[src/rtl/ising_energy_accumulator.sv]
// ising_energy_accumulator: walks J columns, drives the latched spins and accumulates E = sum s_j*h_j.
module ising_energy_accumulator #(
  parameter int VECTOR_SIZE     = 256,
  parameter int J_ELEMENT_WIDTH = 4,
  parameter int DOT_WIDTH       = J_ELEMENT_WIDTH + $clog2(VECTOR_SIZE) + 1,
  parameter int ENERGY_WIDTH    = DOT_WIDTH + $clog2(VECTOR_SIZE)
) (
  input  logic                           clk,
  input  logic                           rst,
  input  logic                           start,
  input  logic [VECTOR_SIZE-1:0]         sigma_in,
  output logic [VECTOR_SIZE-1:0]         sigma_out,
  output logic                           col_valid,
  output logic [$clog2(VECTOR_SIZE)-1:0] col_idx,
  input  logic                           col_ready,
  input  logic                           dot_valid,
  input  logic signed [DOT_WIDTH-1:0]    dot_in,
  output logic                           busy,
  output logic                           done,
  output logic signed [ENERGY_WIDTH-1:0] energy_out
);
  localparam int IW = $clog2(VECTOR_SIZE);
  typedef enum logic [1:0] {IDLE, REQ, WAIT, DONE} state_e;
  state_e                   state_q;
  logic [VECTOR_SIZE-1:0]   sigma_q;
  logic [IW-1:0]            col_idx_q;
  logic                     col_valid_q, busy_q, done_q;
  logic signed [ENERGY_WIDTH-1:0] acc_q, acc_d, dot_ext, energy_q;
  assign dot_ext = {{(ENERGY_WIDTH-DOT_WIDTH){dot_in[DOT_WIDTH-1]}}, dot_in};
  assign acc_d = sigma_q[col_idx_q] ? acc_q + dot_ext : acc_q - dot_ext;
  always_ff @(posedge clk) begin
    if (rst) begin
      state_q     <= IDLE;
      sigma_q     <= '0;
      col_idx_q   <= '0;
      col_valid_q <= 1'b0;
      busy_q      <= 1'b0;
      done_q      <= 1'b0;
      acc_q       <= '0;
      energy_q    <= '0;
    end else begin
      done_q <= 1'b0;
      case (state_q)
        IDLE: if (start) begin
          sigma_q     <= sigma_in;
          acc_q       <= '0;
          col_idx_q   <= '0;
          busy_q      <= 1'b1;
          col_valid_q <= 1'b1;
          state_q     <= REQ;
        end
        REQ: if (col_ready) begin
          col_valid_q <= 1'b0;
          state_q     <= WAIT;
        end
        WAIT: if (dot_valid) begin
          acc_q <= acc_d;
          if (col_idx_q == IW'(VECTOR_SIZE-1)) state_q <= DONE;
          else begin
            col_idx_q   <= col_idx_q + 1'b1;
            col_valid_q <= 1'b1;
            state_q     <= REQ;
          end
        end
        DONE: begin
          energy_q <= acc_q;
          done_q   <= 1'b1;
          busy_q   <= 1'b0;
          state_q  <= IDLE;
        end
        default: state_q <= IDLE;
      endcase
    end
  end
  assign sigma_out  = sigma_q;
  assign col_valid  = col_valid_q;
  assign col_idx    = col_idx_q;
  assign busy       = busy_q;
  assign done       = done_q;
  assign energy_out = energy_q;
endmodule
[config.mk]
export PLATFORM = sky130hd
export DESIGN_NAME = ising_energy_accumulator
export DESIGN_NICKNAME = d
export VERILOG_FILES = /design/src/rtl/ising_energy_accumulator.sv
export SDC_FILE = /design/constraint.sdc
export NUM_CORES = 1
export LEC_CHECK = 0
export CELL_PAD_IN_SITES_DETAIL_PLACEMENT = 1
export CELL_PAD_IN_SITES_GLOBAL_PLACEMENT = 2
export CORE_ASPECT_RATIO = 0.5
export CORE_MARGIN = 2
export CORE_UTILIZATION = 22
export DETAILED_ROUTE_END_ITERATION = 8
export PLACE_DENSITY_LB_ADDON = 0.1
export SYNTH_ARGS = -nofsm -noshare
export SYNTH_HDL_FRONTEND = slang
export SYNTH_SLANG_ARGS = --single-unit
[constraint.sdc]
create_clock -name clk -period 5.05 [get_ports clk]
set_input_delay 0.505 -clock clk [delete_from_list [all_inputs] [get_ports clk]]
set_output_delay 0.505 -clock clk [all_outputs]
set_load 0.02 [all_outputs]
==> results.py <==
metrics = {
    "logic_synthesis": {
        "synth_area_leaders": "dfxtp_1 44%, nand2_1 16%, a21oi_1 11%, mux4_2 8.8%, clkbuf_1 2.7%",
        "syn_nets": 1989,
        "ys_ff_latch": 311,
        "postSynthAreaPerCell_um2": 8.28,
        "synthFlopType": "dfxtp_1",
        "synth_cell_type_count": 58,
        "yosys_warnings": 0,
        "synth_common_cells": "595 x nand2_1, 311 x dfxtp_1, 305 x a21oi_1",
        "postSynthCellCount": 1691,
        "synth_edf_count": 0,
        "netlist_area_um2": 14000,
        "yosysTopAreaCellShare": 0.445,
        "synth_seq_area_share": 0.445,
        "post-synth-top-count-cell": "nand2_1",
        "synth_largest_area_cell": "dfxtp_1",
        "synthArstFlopShare": 0,
    },
    "floorplan": {
        "dieArea_um2": 65800,
        "fp.coreArea_um2": 62900,
        "die_w_um": 361,
        "die_h_um": 182,
        "rows": 65,
        "ios": 562,
        "start_util": 0.222,
    },
    "drt": {
        "wirelength_um": 68900,
        "drt_pass1_iterations": 5,
        "drc_errors": 0,
        "vias_per_cell": 4.53,
        "num_vias": 14700,
        "dr.first_iter.drc_count": 553,
        "wl_per_cell_um": 21.2,
        "postRouteAntennaNets": 0,
    },
    "run_status": {
        "status": "complete, no violations",
    },
    "timing": {
        "tns_ns": 0,
        "finalMaxSlewViolations": 0,
        "skew_ns": 0.0191,
        "rsz0062_at_grt": "yes",
        "worstMarginPinSlew_ns": 0.968,
        "fin_crit_sh": 0.997,
        "timing.fmax_mhz": 199,
        "hold_slack_ns": 0.417,
        "max_slew_margin": 0.355,
        "fin_crit_ns": 5.03,
        "hold_viol": 0,
        "worst_slack_ns": 0.0170,
        "setup_viol": 0,
    },
    "cells_and_area": {
        "final_nets": 2678,
        "fin_util": 0.374,
        "n_fill_cell": 7338,
        "syn2layout_area_growth_pct": 68.1,
        "drive_above_1_share": 0.161,
    },
    "setup_path": {
        "cp_max_fo": 8,
        "arrival_ns": 5.51,
        "end_kind": "register",
        "setup.worst_path.class": "register to register",
        "setup.worst_path.start_class": "register",
        "critical_path_required_ns": 5.53,
    },
    "global_route": {
        "grt_max_degree": 126,
        "grt-ovfl-total": 0,
        "first_global_vias": 15400,
        "antenna_found_initial": 7,
        "grt_pass1_wl_um": 100000,
        "track_usage": 0.202,
    },
    "cts": {
        "cts.path.max_buffers": 3,
        "cts.sinks": 311,
        "cts_buffers": 36,
        "clock_latency_ns": 0.56,
        "cts_tree": "done",
        "clkSlewWorstSetupHoldPaths_ns": 0.06,
        "root_buffer": "clkbuf_16",
        "htree_levels": 2,
    },
    "placement": {
        "io_buffers": 561,
        "gp_congestion": 0.782,
        "dp_hpwl_um": 51400,
        "place_ws_ns": -0.808,
    },
    "power": {
        "p_per_area_nw_per_um2": 295,
        "fin_total_pwr_mw": 6.94,
        "leakagePower_nw": 8.86,
        "irDropWorstVdd_mv": 0.195,
    },
    "job": {
        "drv_cap": 0,
    },
    "hold_path": {
        "hold_class": "input port to register",
    },
}
[registers in the layout, summed over array words and instances (netlist names)]
| name | flops |
|---|---|
| col_valid | 1 |
| state_q | 2 |
| acc_q | 21 |
| energy_out | 21 |
| col_idx | 8 |
| done | 1 |
| sigma_out | 256 |
| busy | 1 |
[cell usage in the layout, fill, tap and decap left out, types with 7 or more instances in the layout]
master,count
a21oi_1,303
clkdlybuf4s50_1,560
mux4_2,56
a21o_1,11
buf_12,12
nand2_1,592
mux2i_1,8
inv_1,16
a22oi_1,24
xnor2_1,22
nor3_1,7
buf_6,7
nor2_1,39
ha_1,22
nand3_1,12
clkbuf_16,37
xor2_1,9
buf_4,195
dfxtp_1,307
o21ai_0,13
clkbuf_8,9
[cells by family after synthesis]
| family | synth area share |
|---|---|
| AND/OR/NAND/NOR | 0.200 |
| AO/OA/AOI/OAI | 0.159 |
| flip-flops | 0.445 |
| buffers and inverters | 0.0415 |
| multiplexers | 0.112 |
| XOR/XNOR | 0.0206 |
| adder cells (fa/ha/maj) | 0.0220 |
[critical path, stage by stage (launching register included)]
cell	delay [ns]
dfxtp_4	0.36
buf_12	0.13
buf_6	0.10
mux4_2	0.49
mux2i_2	0.21
a2111oi_4	0.13
a2111oi_4	0.41
a32oi_4	0.24
mux2i_4	0.28
buf_6	0.20
o21ai_1	0.09
xnor2_1	0.14
ha_1	0.29
a21o_1	0.19
a21o_1	0.17
a21o_1	0.19
nor3_4	0.17
o31ai_2	0.11
a21bo_2	0.22
a31o_4	0.23
xnor2_2	0.13
or3_4	0.34
a31oi_4	0.13
[what timing repair did]
action                                  4_1_cts  5_1_grt
pin swaps                                     9       17
setup buffers                                11        6
hold buffers                                  0        0
resized for setup                            37       36
endpoints found under the setup margin       13        8
[report_power, final]
part / leakage [nW] / switching (mW) / internal (mW)
Combinational: 5.72 / 0.743 / 0.723
Clock: 0.599 / 1.17 / 1.59
Sequential: 2.55 / 0.123 / 2.60
Total: 8.86 / 2.03 / 4.91
[layout make-up]
cell class	count	area, um2	area share
diodes	6	15.0	0.000638
clock buffers	52	1070	0.0456
clock inverters	13	133	0.00563
inverters	17	63.8	0.00271
multi-input cells	1238	7550	0.321
flip-flops and latches	311	6240	0.265
well taps	837	1050	0.0445
repair buffers	776	7420	0.315
[final timing paths]
check | startpoint | endpoint | slack (ns) | cells after the start
hold reg to reg | energy_out[13] | energy_out[13] | 0.45 | 2
setup / recovery | col_idx[0] | acc_q[20] | 0.02 | 22
hold / removal | rst | sigma_out[148] | 0.42 | 2
setup reg to reg | col_idx[0] | acc_q[20] | 0.02 | 22
[metrics by stage]
| step | instances | area (um2) |
|---|---|---|
| global route | 3250 | 23500 |
| global placement | 3163 | 21800 |
| floorplan | 1691 | 14000 |
| CTS | 3238 | 23300 |
| finish | 3250 | 23500 |
| detailed placement | 3163 | 21800 |
[metal layers]
layer  part of all wire  track usage
met2               0.54        0.385
met4              0.029       0.0648
met5                  0            0
met1               0.40        0.230
met3              0.030       0.0309
Power figures use the tool's default switching activity.
